--- config.mk ---
export PLATFORM = sky130hd
export DESIGN_NAME = pu_io_req_issue
export DESIGN_NICKNAME = d
export VERILOG_FILES = /design/src/rtl/pu_io_req_issue.sv
export SDC_FILE = /design/constraint.sdc
export NUM_CORES = 1
export LEC_CHECK = 0
export CAP_MARGIN = 10
export CORE_MARGIN = 2
export CORE_UTILIZATION = 42
export DETAILED_ROUTE_END_ITERATION = 6
export PLACE_DENSITY = 0.89
export SLEW_MARGIN = 15
export SYNTH_ARGS = -nofsm -noshare
export SYNTH_HDL_FRONTEND = slang
export SYNTH_SLANG_ARGS = --single-unit
export TNS_END_PERCENT = 20
--- constraint.sdc ---
create_clock -name clk -period 2.4 [get_ports clk]
set_clock_uncertainty 0.2 [all_clocks]
set_input_delay 0.36 -clock clk [delete_from_list [all_inputs] [get_ports clk]]
set_output_delay 0.36 -clock clk [all_outputs]
set_load 0.02 [all_outputs]
--- src/rtl/pu_io_req_issue.sv ---
`default_nettype none
// +--------------------------------------------------------------------------+
// | pu_io_req_issue : single-outstanding PU load/store issuer with worst-case |
// | ack latency tracking. Optional ack timeout: define PU_IO_TIMEOUT_EN.      |
// | Rev 1.0                                                                   |
// +--------------------------------------------------------------------------+
module pu_io_req_issue #(
  parameter int WIDTH_NBITS = 32,
  parameter int ADDR_NBITS  = 16,
  parameter int FID_NBITS   = 8,
  parameter int LAT_NBITS   = 8,
  parameter int TIMEOUT     = 255,
  localparam int CMD_NBITS  = ADDR_NBITS + FID_NBITS + 1 + WIDTH_NBITS
) (
  input  logic                   clk,
  input  logic                   rst_n,
  input  logic                   pu_req_i,
  input  logic                   pu_wr_i,
  input  logic [ADDR_NBITS-1:0]  pu_addr_i,
  input  logic [FID_NBITS-1:0]   pu_fid_i,
  input  logic [WIDTH_NBITS-1:0] pu_wdata_i,
  output logic                   pu_rdy_o,
  output logic                   pu_ack_o,
  output logic [WIDTH_NBITS-1:0] pu_rdata_o,
  output logic                   pu_err_o,
  output logic                   io_req_o,
  output logic [CMD_NBITS-1:0]   io_cmd_o,     // {addr, fid, wr, wdata}
  input  logic                   io_ack_i,
  input  logic [WIDTH_NBITS-1:0] io_ack_data_i,
  output logic [LAT_NBITS-1:0]   lat_max_o,
  input  logic                   lat_clr_i,
  output logic                   spur_ack_o
);

  typedef enum logic [1:0] {
    S_IDLE  = 2'd0,
    S_ISSUE = 2'd1,
    S_WAIT  = 2'd2
  } state_e;

  state_e                 state_q;
  logic                   io_req_q;
  logic [CMD_NBITS-1:0]   io_cmd_q;
  logic                   pu_ack_q;
  logic [WIDTH_NBITS-1:0] pu_rdata_q;
  logic [LAT_NBITS-1:0]   cnt_q;
  logic [LAT_NBITS-1:0]   lat_max_q;
  logic [LAT_NBITS-1:0]   lat_max_d;
  logic                   spur_q;
  logic                   w_ack_done;
  logic                   w_to_done;

  if (TIMEOUT >= (1 << LAT_NBITS)) begin : g_timeout_range_chk
    $error("TIMEOUT must fit in LAT_NBITS");
  end

  // The completion cycle is not offered to the core: it is consuming pu_ack,
  // which spaces back-to-back accesses at one per four cycles.
  assign pu_rdy_o   = (state_q == S_IDLE) && !pu_ack_q;
  assign pu_ack_o   = pu_ack_q;
  assign pu_rdata_o = pu_rdata_q;
  assign io_req_o   = io_req_q;
  assign io_cmd_o   = io_cmd_q;
  assign lat_max_o  = lat_max_q;
  assign spur_ack_o = spur_q;

  assign w_ack_done = (state_q == S_WAIT) && io_ack_i;

`ifdef PU_IO_TIMEOUT_EN
  localparam logic [LAT_NBITS-1:0] C_TIMEOUT = LAT_NBITS'(TIMEOUT);
  logic pu_err_q;
  assign pu_err_o  = pu_err_q;
  assign w_to_done = (state_q == S_WAIT) && !io_ack_i && (cnt_q == C_TIMEOUT);
`else
  assign pu_err_o  = 1'b0;
  assign w_to_done = 1'b0;
`endif

  always_comb begin
    lat_max_d = lat_max_q;
    if (lat_clr_i) begin
      lat_max_d = '0;
    end else if ((w_ack_done || w_to_done) && (cnt_q > lat_max_q)) begin
      lat_max_d = cnt_q;
    end
  end

  always_ff @(posedge clk or negedge rst_n) begin
    if (!rst_n) begin
      state_q    <= S_IDLE;
      io_req_q   <= 1'b0;
      io_cmd_q   <= '0;
      pu_ack_q   <= 1'b0;
      pu_rdata_q <= '0;
      cnt_q      <= '0;
      lat_max_q  <= '0;
      spur_q     <= 1'b0;
`ifdef PU_IO_TIMEOUT_EN
      pu_err_q   <= 1'b0;
`endif
    end else begin
      io_req_q   <= 1'b0;
      pu_ack_q   <= 1'b0;
      pu_rdata_q <= '0;
`ifdef PU_IO_TIMEOUT_EN
      pu_err_q   <= 1'b0;
`endif
      lat_max_q  <= lat_max_d;
      if (io_ack_i && (state_q != S_WAIT)) begin
        spur_q <= 1'b1;
      end
      case (state_q)
        S_IDLE: begin
          if (pu_req_i && pu_rdy_o) begin
            state_q  <= S_ISSUE;
            io_req_q <= 1'b1;
            io_cmd_q <= {pu_addr_i, pu_fid_i, pu_wr_i, pu_wdata_i};
          end
        end
        S_ISSUE: begin
          state_q <= S_WAIT;
          cnt_q   <= LAT_NBITS'(1);
        end
        S_WAIT: begin
          if (w_ack_done) begin
            state_q    <= S_IDLE;
            pu_ack_q   <= 1'b1;
            pu_rdata_q <= io_cmd_q[WIDTH_NBITS] ? '0 : io_ack_data_i;
          end else if (w_to_done) begin
            state_q  <= S_IDLE;
            pu_ack_q <= 1'b1;
`ifdef PU_IO_TIMEOUT_EN
            pu_err_q <= 1'b1;
`endif
          end else if (cnt_q != '1) begin
            cnt_q <= cnt_q + LAT_NBITS'(1);
          end
        end
        default: state_q <= S_IDLE;
      endcase
    end
  end

endmodule
`default_nettype wire

# ---- Yosys cells after proc, flatten, opt, wreduce, memory -nomap -nowiden
# Index checks and enable logic that the tools add are counted.
dict set report classes {
  n_addsub 1
  magnitude_cmp 1
  eq_ne 8
  mux 15
  n_reduce_logical 12
}
# cell n
set ops {}
lappend ops {{$mux W32} 3}
lappend ops {{$mux W8} 4}
lappend ops {{$pmux W8 S2} 1}
lappend ops {{$add A8 B1 Y8 const B} 1}
lappend ops {{$gt A8 B8 Y1} 1}
lappend ops {{$ne A8 B8 Y1 const B} 1}
lappend ops {{$ne A2 B2 Y1 const B} 3}
lappend ops {{$pmux W2 S3} 1}
lappend ops {{$logic_and A1 B1 Y1} 5}
lappend ops {{$mux W1} 4}
lappend ops {{$mux W2} 2}
lappend ops {{$ne A2 B1 Y1 const B} 2}
lappend ops {{$reduce_and A2 Y1} 2}
lappend ops {{$reduce_bool A2 Y1} 2}
lappend ops {{$reduce_and A3 Y1} 1}
lappend ops {{$eq A2 B1 Y1 const B} 1}
lappend ops {{$eq A2 B2 Y1 const B} 1}
lappend ops {{$logic_not A2 Y1} 1}
lappend ops {{$logic_not A1 Y1} 1}
dict set report word_totals {
  ff_bits 110
  wordCells 45
}

# ---- Logic depth before layout (Yosys ltp)
dict set report depth {
  depth_word 5
  ltp_mapped 7
  ltp_nobuf 7
}

# ---- Worst setup path before layout
# No wires, ideal clock.
dict set report synth_timing {
  kind {register -> register}
  startpoint {register state_q[0]}
  endpoint {register io_cmd_q[12] (netlist: io_cmd_o[12])}
  setup_ps 125
  t_arrival_ps 1640
  t_required_ps 2075
  slack_ps 435
  path_stages_with_launch 8
  path_buffers 4
  period_less_slack_ps 1965
  path_cell_list {dfrtp_1 buf_2 nor3_4 and2_4 buf_6 buf_12 buf_12 mux2_4}
}
dict set report synth_between {
  elab_chain_cells 4
}
# item line_no
set synth_rtl {}
lappend synth_rtl {{start, declared} 41} ;# state_e state_q;
lappend synth_rtl {{start signal, assigned} 90} ;# state_q <= S_IDLE;
lappend synth_rtl {{start signal, assigned} 115} ;# state_q <= S_ISSUE;
lappend synth_rtl {{start signal, assigned} 121} ;# state_q <= S_WAIT;
lappend synth_rtl {{$logic_not A2 Y1} 59} ;# assign pu_rdy_o = (state_q == S_IDLE) && !pu_ack_q;
lappend synth_rtl {{$logic_and A1 B1 Y1} 59}
lappend synth_rtl {{net pu_rdy_o} 22} ;# output logic pu_rdy_o,
lappend synth_rtl {{$logic_and A1 B1 Y1} 114} ;# if (pu_req_i && pu_rdy_o) begin
lappend synth_rtl {{$reduce_and A2 Y1 (no line)} -}
lappend synth_rtl {{end signal, assigned} 117} ;# io_cmd_q <= {pu_addr_i, pu_fid_i, pu_wr_i, pu_wdata_i};
lappend synth_rtl {{end, declared} 43} ;# logic [CMD_NBITS-1:0] io_cmd_q;
# The timed path passes the listed nets, and every way through them passes these cells.
# A chain may end at the register's enable or synchronous reset.

# ---- Worst setup path after layout
dict set report layout_timing {
  startpoint {register cnt_q[1]}
  endpoint {register lat_max_q[0] (netlist: lat_max_o[0])}
}
dict set report layout_between {
  elab_chain_cells 3
}
# item line_no
set layout_rtl {}
lappend layout_rtl {{start, declared} 46} ;# logic [LAT_NBITS-1:0] cnt_q;
lappend layout_rtl {{start signal, assigned} 136} ;# cnt_q <= cnt_q + LAT_NBITS'(1);
lappend layout_rtl {{$gt A8 B8 Y1} 83} ;# end else if ((w_ack_done || w_to_done) && (cnt_q > lat_max_q)) begin
lappend layout_rtl {{$logic_and A1 B1 Y1} 83}
lappend layout_rtl {{$reduce_bool A2 Y1 (no line)} -}
lappend layout_rtl {{end signal, assigned} 108} ;# lat_max_q <= lat_max_d;
lappend layout_rtl {{end, declared} 47} ;# logic [LAT_NBITS-1:0] lat_max_q;
# No other way between the ends.

==> flow_summary.json <==
{
  "worst_ep_arrival_time_ps": 2230,
  "drt-wirelength-per-cell_um": 16.3,
  "final_nets": 620,
  "min_period_over_period": 0.892,
  "vias_per_cell": 4.76,
  "dieWidth_um": 108,
  "cts_root_buffer": "clkbuf_8",
  "vias": 3130,
  "setup_slack_ps": 260,
  "final_common_cell": "clkdlybuf4s50_1",
  "yosys_warnings": 0,
  "maxSlewHeadroom": 0.496,
  "avgSynthCellArea_um2": 14.2,
  "power.share.combinational": 0.464,
  "post-place-cells": 641,
  "min_period_ps": 2140,
  "layout_common_cells": "clkdlybuf4s50_1 (192), dfrtp_1 (110), mux2_2 (38), and2_1 (33), mux2_4 (19)",
  "detail_route.wirelength_um": 10700,
  "placed_cell_area_mm2": 0.00659,
  "postSynthCellCount": 317,
  "ant_nets": 0,
  "hpwl_um": 8110,
  "ys_seq_area_frac": 0.611,
  "utilization": 0.657,
  "synth.cell_area_mm2": 0.00451,
  "pin_count": 196,
  "cap_viol_max_count": 0,
  "critPathLaunchType": "register",
  "power.leakage_nw": 3.01,
  "cts_sinks": 110,
  "internal_power_mw": 4.91,
  "worstMarginPinSlew_ps": 755,
  "cp.required_ps": 2490,
  "path_max_fanout": 8,
  "overflow": 0,
  "rows": 37,
  "ys.flop_type": "dfrtp_1",
  "grt_pass1_wl_um": 16600,
  "fin_tns_setup_ps": 0,
  "syn_nets": 420,
  "place_ws_ps": 76.9,
  "synthToLayoutAreaGrowth_pct": 51.2,
  "htreeDepth": 3,
  "yosysUniqueCellTypes": 39,
  "port_buffers": 194,
  "ir_drop_mv": 0.605,
  "diodes": 0,
  "async_flop_share": 1.00,
  "dr.first_iter.drc_count": 122,
  "criticalPathCategory": "reg -> reg",
  "cts.clk_slew.worst_paths_ps": 110,
  "gp_congestion": 0.787,
  "fmax_mhz": 467,
  "switchingPower_mw": 2.57,
  "start_util": 0.435,
  "core_area_mm2": 0.0104,
  "ys_ff_latch": 110,
  "dieArea_mm2": 0.0116,
  "finalHoldViolCount": 0,
  "grt_pass1_vias": 3406,
  "p_per_area_mw_per_mm2": 1100,
  "p_sw_frac": 0.343,
  "synth_enable_flop_cells": 0,
  "cts_tree": "yes",
  "clock_latency_ps": 360,
  "critPathCaptureType": "register",
  "drive_above_1_share": 0.167,
  "grt_usage": 0.185,
  "antenna_found_initial": 0,
  "status": "complete, no violations",
  "die_h_um": 108,
  "fin_cells": 658,
  "clk_path_buf_depth": 2,
  "p_clk_frac": 0.156,
  "finalInstanceArea_mm2": 0.00681,
  "grt_max_degree": 50,
  "seq_power_share": 0.380,
  "hold_class": "reg -> reg",
  "firstDrtPassIters": 4,
  "setup_viol": 0,
  "drc_errors": 0,
  "cts_buffers": 9,
  "slew_violations": 0,
  "rsz0062_at_grt": "no"
}
==> final cells by class <==
cell class,count,area (µm²)
Timing Repair Buffer,202,2040
Tap cell,136,170
Clock buffer,11,151
Multi-Input combinational cell,183,1590
Fill cell,743,3560
Sequential cell,110,2750
Clock inverter,5,63.8
Inverter,11,41.3
==> worst paths after layout <==
path	startpoint	end	slack, ps	depth (start not counted)
setup / recovery	cnt_q[1]	lat_max_o[0]	260	6
hold / removal	spur_ack_o	spur_ack_o	280	1
setup reg to reg	cnt_q[1]	lat_max_o[0]	260	6
hold reg to reg	spur_ack_o	spur_ack_o	280	1
max in group asynchronous	rst_n	pu_rdata_o[31]	1050	3
min in group asynchronous	rst_n	lat_max_o[0]	300	2
==> power by group through the flow <==
stage                     clock (mW)  combinational (mW)  sequential (mW)
after detailed placement           0                3.50             2.89
after global routing            1.28                3.67             2.92
after CTS                       1.20                3.52             2.85
final                           1.16                3.47             2.84
after global placement             0                3.42             2.83
after floorplan                    0                1.27             3.51
==> state kept, by name, summed over array words and instances, names as in the netlist <==
name,flops
io_cmd_o,57
pu_rdata_o,32
cnt_q,8
lat_max_o,8
state_q,2
io_req_o,1
pu_ack_o,1
spur_ack_o,1
==> layer usage <==
layer | vias up | wire length (µm) | global-route usage
li1 | 1463 | - | -
met1 | 1504 | 4220 | 0.216
met2 | 146 | 5410 | 0.319
met3 | 17 | 905 | 0.0569
met4 | 0 | 175 | 0.0687
met5 | - | 0 | 0
==> critical path, cell delays in order (launching register included) <==
cell	delay, ps
dfrtp_1	470
ha_1	320
nor2b_1	130
o211ai_1	260
a211oi_2	140
nor2_4	290
mux2i_1	250
==> through the flow <==
step / power (mW) / hold WS (ps)
6_report: 7.48 / 277
5_1_grt: 7.87 / 296
4_1_cts: 7.57 / 273
3_5_place_dp: 6.39 / 127
3_3_place_gp: 6.25 / 124
2_1_floorplan: 4.78 / -136
==> cells in the mapped netlist (2+ instances only) <==
cell type / number / area, µm²
and2_1: 33 / 206
inv_1: 11 / 41.3
buf_12: 3 / 60.1
o21ai_0: 2 / 10.0
buf_4: 4 / 30.0
dfrtp_1: 110 / 2750
mux2_4: 19 / 285
nand2b_1: 16 / 100
mux2_2: 38 / 428
a21o_1: 2 / 15.0
clkbuf_1: 4 / 15.0
mux2i_1: 12 / 120
nor3_1: 3 / 15.0
ha_1: 9 / 113
nand4_1: 4 / 25.0
nand2_1: 15 / 56.3
and2b_1: 2 / 15.0
nor2_1: 6 / 22.5
nand3_1: 2 / 10.0
a21oi_1: 3 / 15.0
==> kinds of logic (layout without fill, tap and decap cells) <==
family          after synthesis  in the layout  share of synthesized area
compound gates               15             15                     0.0261
flops                       110            110                      0.611
other cells                   1              1                   0.000832
buf+inv                      24            229                     0.0361
mux                          69             69                      0.185
fa+ha+maj                     9              9                     0.0250
simple gates                 89             89                      0.117
==> timing repair <==
| action | in CTS | in global routing |
|---|---|---|
| setup buffers | 0 | 0 |
| gates resized for setup | 0 | 1 |
| hold buffers | 1 | 0 |
| hold endpoints to repair | 28 | 0 |
| setup endpoints to repair | 0 | 1 |
Note: power is estimated with default switching activity, not from simulation.
